--- src/rtl/monoc_to_rgb888_if.sv ---
// Stream bundle between the binarizer, this expander and the display driver.
// The master drives the 1-bit pixel stream; the slave returns RGB888 and frame statistics.
interface monoc_to_rgb888_if;
  logic        pre_frame_vsync;
  logic        pre_frame_hsync;
  logic        pre_frame_de;
  logic        monoc;
  logic        monoc_fall;
  logic        post_frame_vsync;
  logic        post_frame_hsync;
  logic        post_frame_de;
  logic [23:0] post_rgb;
  logic [11:0] pix_x;
  logic [11:0] pix_y;
  logic [19:0] white_cnt;
  logic        white_cnt_vld;
  logic        frame_err;

  modport master (
    output pre_frame_vsync, pre_frame_hsync, pre_frame_de, monoc, monoc_fall,
    input  post_frame_vsync, post_frame_hsync, post_frame_de, post_rgb,
           pix_x, pix_y, white_cnt, white_cnt_vld, frame_err
  );

  modport slave (
    input  pre_frame_vsync, pre_frame_hsync, pre_frame_de, monoc, monoc_fall,
    output post_frame_vsync, post_frame_hsync, post_frame_de, post_rgb,
           pix_x, pix_y, white_cnt, white_cnt_vld, frame_err
  );
endinterface

--- src/rtl/monoc_to_rgb888.sv ---
// Expands the 1-bit monochrome stream to RGB888 (2-cycle latency), tracks pixel coordinates
// and reports per-frame white-pixel count and geometry error. Optional: MONOC_EDGE_HILITE_EN.
module monoc_to_rgb888 #(
  parameter int          H_ACT    = 640,
  parameter int          V_ACT    = 480,
  parameter logic [23:0] FG_COLOR = 24'hFFFFFF,
  parameter logic [23:0] BG_COLOR = 24'h000000,
  parameter logic [23:0] HI_COLOR = 24'hFF0000
) (
  input  logic                  clk,
  input  logic                  rst,
  monoc_to_rgb888_if.slave      bus
);

  localparam logic [11:0] H_LAST = 12'(H_ACT - 1);
  localparam logic [11:0] V_CNT  = 12'(V_ACT);

  logic        r_vs1, r_hs1, r_de1, r_monoc1, r_fall1;
  logic [11:0] r_x1, r_y1, r_lines;
  logic [19:0] r_acc, r_wcnt1;
  logic        r_err, r_ferr1, r_close1, r_seen;

  logic        w_de_fall, w_vs_rise, w_line_bad, w_seen, w_white;
  logic [11:0] w_lines_tot;
  logic [19:0] w_acc_tot;

  assign w_de_fall   = r_de1 & ~bus.pre_frame_de;
  assign w_vs_rise   = bus.pre_frame_vsync & ~r_vs1;
  assign w_line_bad  = w_de_fall & (r_x1 != H_LAST);
  assign w_seen      = r_seen | bus.pre_frame_de;
  assign w_white     = bus.pre_frame_de & bus.monoc;
  assign w_lines_tot = (w_de_fall && r_lines != 12'hFFF) ? r_lines + 12'd1 : r_lines;
  assign w_acc_tot   = (w_white && r_acc != 20'hFFFFF) ? r_acc + 20'd1 : r_acc;

`ifdef MONOC_EDGE_HILITE_EN
  always_ff @(posedge clk or posedge rst) begin
    if (rst) r_fall1 <= 1'b0;
    else     r_fall1 <= bus.monoc_fall;
  end
`else
  logic w_unused_fall;
  assign w_unused_fall = ^{bus.monoc_fall, HI_COLOR};
  assign r_fall1       = 1'b0;
`endif

  // Stage 1: register the stream, advance coordinates and the frame accumulators.
  always_ff @(posedge clk or posedge rst) begin
    if (rst) begin
      r_vs1    <= 1'b0;
      r_hs1    <= 1'b0;
      r_de1    <= 1'b0;
      r_monoc1 <= 1'b0;
      r_x1     <= '0;
      r_y1     <= '0;
      r_lines  <= '0;
      r_acc    <= '0;
      r_err    <= 1'b0;
      r_seen   <= 1'b0;
      r_close1 <= 1'b0;
      r_wcnt1  <= '0;
      r_ferr1  <= 1'b0;
    end else begin
      r_vs1    <= bus.pre_frame_vsync;
      r_hs1    <= bus.pre_frame_hsync;
      r_de1    <= bus.pre_frame_de;
      r_monoc1 <= bus.monoc;
      r_seen   <= w_seen;

      if (!bus.pre_frame_de || !r_de1) r_x1 <= '0;
      else if (r_x1 != 12'hFFF)        r_x1 <= r_x1 + 12'd1;

      if (w_vs_rise)                          r_y1 <= '0;
      else if (w_de_fall && r_y1 != 12'hFFF)  r_y1 <= r_y1 + 12'd1;

      // A line ending in the vsync-rise cycle is folded into the frame being closed.
      if (w_vs_rise) begin
        r_close1 <= w_seen;
        if (w_seen) begin
          r_wcnt1 <= w_acc_tot;
          r_ferr1 <= r_err | w_line_bad | (w_lines_tot != V_CNT);
        end
        r_acc   <= '0;
        r_lines <= '0;
        r_err   <= 1'b0;
      end else begin
        r_close1 <= 1'b0;
        r_acc    <= w_acc_tot;
        r_lines  <= w_lines_tot;
        r_err    <= r_err | w_line_bad;
      end
    end
  end

  // Stage 2: colour selection and the output register.
  always_ff @(posedge clk or posedge rst) begin
    if (rst) begin
      bus.post_frame_vsync <= 1'b0;
      bus.post_frame_hsync <= 1'b0;
      bus.post_frame_de    <= 1'b0;
      bus.post_rgb         <= '0;
      bus.pix_x            <= '0;
      bus.pix_y            <= '0;
      bus.white_cnt        <= '0;
      bus.white_cnt_vld    <= 1'b0;
      bus.frame_err        <= 1'b0;
    end else begin
      bus.post_frame_vsync <= r_vs1;
      bus.post_frame_hsync <= r_hs1;
      bus.post_frame_de    <= r_de1;
      bus.pix_x            <= r_x1;
      bus.pix_y            <= r_y1;
      bus.white_cnt_vld    <= r_close1;
      if (!r_de1)       bus.post_rgb <= 24'h0;
      else if (r_fall1) bus.post_rgb <= HI_COLOR;
      else if (r_monoc1) bus.post_rgb <= FG_COLOR;
      else              bus.post_rgb <= BG_COLOR;
      if (r_close1) begin
        bus.white_cnt <= r_wcnt1;
        bus.frame_err <= r_ferr1;
      end
    end
  end

endmodule
--- src/flat_wrapper.sv ---
// flat-port wrapper written by rule: the top's interface ports become plain ports
module monoc_to_rgb888_flat 
#(
  parameter int          H_ACT    = 640,
  parameter int          V_ACT    = 480,
  parameter logic [23:0] FG_COLOR = 24'hFFFFFF,
  parameter logic [23:0] BG_COLOR = 24'h000000,
  parameter logic [23:0] HI_COLOR = 24'hFF0000
)
  (clk, rst, bus_pre_frame_vsync, bus_pre_frame_hsync, bus_pre_frame_de, bus_monoc, bus_monoc_fall, bus_post_frame_vsync, bus_post_frame_hsync, bus_post_frame_de, bus_post_rgb, bus_pix_x, bus_pix_y, bus_white_cnt, bus_white_cnt_vld, bus_frame_err);
  monoc_to_rgb888_if bus_i ();
  input  logic clk;
  input  logic rst;
  input wire logic [$bits(bus_i.pre_frame_vsync)-1:0] bus_pre_frame_vsync;
  input wire logic [$bits(bus_i.pre_frame_hsync)-1:0] bus_pre_frame_hsync;
  input wire logic [$bits(bus_i.pre_frame_de)-1:0] bus_pre_frame_de;
  input wire logic [$bits(bus_i.monoc)-1:0] bus_monoc;
  input wire logic [$bits(bus_i.monoc_fall)-1:0] bus_monoc_fall;
  output wire logic [$bits(bus_i.post_frame_vsync)-1:0] bus_post_frame_vsync;
  output wire logic [$bits(bus_i.post_frame_hsync)-1:0] bus_post_frame_hsync;
  output wire logic [$bits(bus_i.post_frame_de)-1:0] bus_post_frame_de;
  output wire logic [$bits(bus_i.post_rgb)-1:0] bus_post_rgb;
  output wire logic [$bits(bus_i.pix_x)-1:0] bus_pix_x;
  output wire logic [$bits(bus_i.pix_y)-1:0] bus_pix_y;
  output wire logic [$bits(bus_i.white_cnt)-1:0] bus_white_cnt;
  output wire logic [$bits(bus_i.white_cnt_vld)-1:0] bus_white_cnt_vld;
  output wire logic [$bits(bus_i.frame_err)-1:0] bus_frame_err;
  assign bus_i.pre_frame_vsync = bus_pre_frame_vsync;
  assign bus_i.pre_frame_hsync = bus_pre_frame_hsync;
  assign bus_i.pre_frame_de = bus_pre_frame_de;
  assign bus_i.monoc = bus_monoc;
  assign bus_i.monoc_fall = bus_monoc_fall;
  assign bus_post_frame_vsync = bus_i.post_frame_vsync;
  assign bus_post_frame_hsync = bus_i.post_frame_hsync;
  assign bus_post_frame_de = bus_i.post_frame_de;
  assign bus_post_rgb = bus_i.post_rgb;
  assign bus_pix_x = bus_i.pix_x;
  assign bus_pix_y = bus_i.pix_y;
  assign bus_white_cnt = bus_i.white_cnt;
  assign bus_white_cnt_vld = bus_i.white_cnt_vld;
  assign bus_frame_err = bus_i.frame_err;
  monoc_to_rgb888 #(.H_ACT(H_ACT), .V_ACT(V_ACT), .FG_COLOR(FG_COLOR), .BG_COLOR(BG_COLOR), .HI_COLOR(HI_COLOR)) u_core (.clk(clk), .rst(rst), .bus(bus_i));
endmodule
--- config.mk ---
export PLATFORM = sky130hd
export DESIGN_NAME = monoc_to_rgb888_flat
export DESIGN_NICKNAME = d
export VERILOG_FILES = /design/src/rtl/monoc_to_rgb888_if.sv /design/src/rtl/monoc_to_rgb888.sv /design/src/flat_wrapper.sv
export SDC_FILE = /design/constraint.sdc
export NUM_CORES = 1
export LEC_CHECK = 0
export ABC_AREA = 1
export CAP_MARGIN = 20
export CORE_MARGIN = 2
export CORE_UTILIZATION = 59
export CTS_CLUSTER_DIAMETER = 100
export CTS_CLUSTER_SIZE = 30
export DETAILED_ROUTE_END_ITERATION = 6
export PLACE_DENSITY = 0.85
export SLEW_MARGIN = 20
export SYNTH_ARGS = -nofsm -noshare
export SYNTH_HDL_FRONTEND = slang
export SYNTH_SLANG_ARGS = --single-unit
--- constraint.sdc ---
create_clock -name clk -period 11.3 [get_ports clk]
set_input_delay 1.695 -clock clk [delete_from_list [all_inputs] [get_ports clk]]
set_output_delay 1.695 -clock clk [all_outputs]
set_load 0.01 [all_outputs]
==> results.md <==
- Setup bufs post-CTS: 0
- Post-CTS Resized: 0
- Min Tclk post-route: 3.630 ns
- TritonRoute pass-1 iters: 6
- Pre-CTS WS: 7.243 ns
- Vias: 4659
- CTS H-tree depth: 4
- Core area: 9819 um2
- Root Driver: clkbuf_8
- Initial antenna violation count: 0
- Fin. max-slew vios: 0
- Post-route clock period utilization: 32.12%
- Cell Pwr Density: 153.2 nW/um2
- Syn. warnings: 0
- Worst path required time: 9.61 ns
- Commonest cells after routing, fill and taps aside: 142 x nand2_1, 134 x dfrtp_1, 79 x nor2_1
- Number of global-route vias before repair: 4627
- GRT overflow: 0
- Worst path slowest cell: dfrtp_1
- CP Class: flip-flop to output port
- Maximum vdd drop: 0.0001236 V
- Final wirelength: 12390 um
- Slew @ Worst Pin: 1.019 ns
- IO buf count: 78
- Fin nets: 735
- Commonest non-fill, non-tap cell in the layout: nand2_1
- Fill cell count: 686
- DR WL/cell: 14.24 um
- Synth cell types: 34
- Relative slew margins: 32.05%
- R2R Path Start: u_core.r_acc[0]
- Crit-path leading delay family: flip-flops
- Sink Count: 134
- Skew-Pair Late Insertion Delay: 0.54 ns
- Post-DRT Antenna Nets: 0
- Reg area: 3353 um2
- First-pass GRT wire length: 21320 um
- TritonCTS clock tree: yes
- Cells after Synth: 661
- RSZ-0062 raised after global routing: false
- Sequential fraction of the synthesis area: 55.79%
- Die Area: 11010 um2
- Area delta synth->final: 21.54%
- Setup violators final: 0
- N_diodes: 0
- CTS clk-pin slew, worst paths: 0.06 ns
- Nature of the critical path startpoint: flip-flop
- Post-DP HPWL: 7957 um
- Die height: 104.9 um
- Initial Utilization: 61.21%
- GRT Util Overall: 24.14%
- Area of the multi-input gates: 2111 um2
- Worst min path class: flip-flop to flip-flop
- Max_cap viols: 0
- Vias per std cell: 5.355
- Total CTS buffers: 17
- #FFs+latches synth: 134
- DRC: 0
- Status: finished clean
- Layout cells sized above 1: 10.99%
- CP Buf/Inv Count: 1
- Final worst slack: 7.670 ns
- Fin Setup TNS: 0 ns
- CTS max path bufs: 2
- Synthesized net count: 672
- Syn_area_per_cell: 9.093 um2
- Crit path max fanout: 24
- Worst-path cell chain: clkdlybuf4s50_1
- Routability Congestion: 0.8995
- CP Capture Type: output port
- Cts-stage hold buffer count: 0
- Largest net degree at the start of global routing: 74
- Min-delay src: u_core.r_hs1
- Die width: 104.9 um
- FMAX: 275.5 MHz
- Final hold vios: 0
- Pwr Total: 1.119 mW
- CP peak stage delay: 0.73 ns
- Mapped cell area: 6011 um2
- Pleak: 3.421 nW
- Final Skew: 0.008151 ns
- Crit path DAT: 1.93 ns
- Worst Setup SP: u_core.bus.post_rgb[22]
- Iter 0 DRT Violations: 321
- IO Pins: 80
- Row count: 36
stage by stage:
| stage | instances | instance area (um2) | utilization (%) | hold WS, ns |
|---|---|---|---|---|
| final | 870 | 7306 | 74.40 | 0.3588 |
| after CTS | 870 | 7306 | 74.40 | 0.3641 |
| after global placement | 838 | 6739 | 68.63 | 0.3337 |
| after detailed placement | 838 | 6739 | 68.63 | 0.3510 |
| after global routing | 870 | 7306 | 74.40 | 0.3640 |
| after floorplan | 661 | 6011 | - | 0.3312 |
worst paths after layout:
check | to | slack (ns) | cells past startpoint
min reg2reg | u_core.bus.post_frame_hsync | 0.36 | 0
max | bus_post_rgb[0] | 7.67 | 1
min in group asynchronous | u_core.bus.pix_x[3] | 1.70 | 2
min | u_core.bus.post_frame_hsync | 0.36 | 0
max reg2reg | u_core.r_wcnt1[7] | 9.17 | 12
max in group asynchronous | u_core.r_y1[0] | 8.34 | 3
per-layer routing:
| metal | GRT usage (%) | wire length (um) | part of all wire [%] | vias to the layer above |
|---|---|---|---|---|
| met1 | 31.47 | 5395 | 44 | 2229 |
| met2 | 38.31 | 5899 | 48 | 194 |
| met5 | 0 | 0 | 0 | - |
| met4 | 8.667 | 241 | 1.9 | 0 |
| li1 | - | - | - | 2206 |
| met3 | 7.548 | 853 | 6.9 | 30 |
final cells by class:
cell class / count / share of cell area, %
Multi-Input combinational cell: 409 / 28.89
Tap cell: 133 / 2.278
Sequential cell: 134 / 45.90
Timing Repair Buffer: 80 / 10.89
Inverter: 82 / 4.282
Clock inverter: 9 / 1.370
Clock buffer: 23 / 6.388
sequential cells by signal, summed over array words and instances (netlist names), 12 cells and up:
| register | cells |
|---|---|
| u_core.bus.pix_x | 12 |
| u_core.r_x1 | 12 |
| u_core.r_lines | 12 |
| u_core.r_acc | 20 |
| u_core.r_wcnt1 | 20 |
| u_core.bus.pix_y | 12 |
| u_core.bus.white_cnt | 20 |
| u_core.r_y1 | 12 |
logic make-up (layout without fill, tap and decap cells):
group                      count (synthesis)  in the layout  synth area share (%)
muxes                                     21             21                 3.934
DFF                                      134            134                 55.79
adders and majority gates                  4              4                0.8327
and+or+nand+nor                          301            301                 21.71
AOI/OAI and AO/OA                         65             65                 5.891
xor gates and xnor gates                  18             18                 2.623
buffers and inverters                    118            194                 9.222
cell usage after synthesis, drive strengths merged:
master	count	area share [%]
a21oi	23	1.9
xnor2	5	0.73
a211oi	2	0.25
nor3	17	1.8
o21ai	31	2.7
mux2	21	3.9
xor2	13	1.9
nor2	86	5.7
o21a	3	0.37
nand3	37	3.3
dfrtp	134	56
nand4	9	0.94
nand3b	1	0.12
buf	28	3.6
ha	4	0.83
or2	3	0.31
inv	82	5.2
clkbuf	8	0.50
nand2	148	9.6
a31oi	5	0.52
o31ai	1	0.12
power breakdown:
| part | internal [mW] | switching (mW) | leakage [nW] | total (mW) |
|---|---|---|---|---|
| combinational | 0.0361 | 0.0447 | 1.34 | 0.0808 |
| clock | 0.329 | 0.196 | 0.278 | 0.526 |
| sequential | 0.498 | 0.0147 | 1.81 | 0.513 |
(Power assumes the default switching activity.)
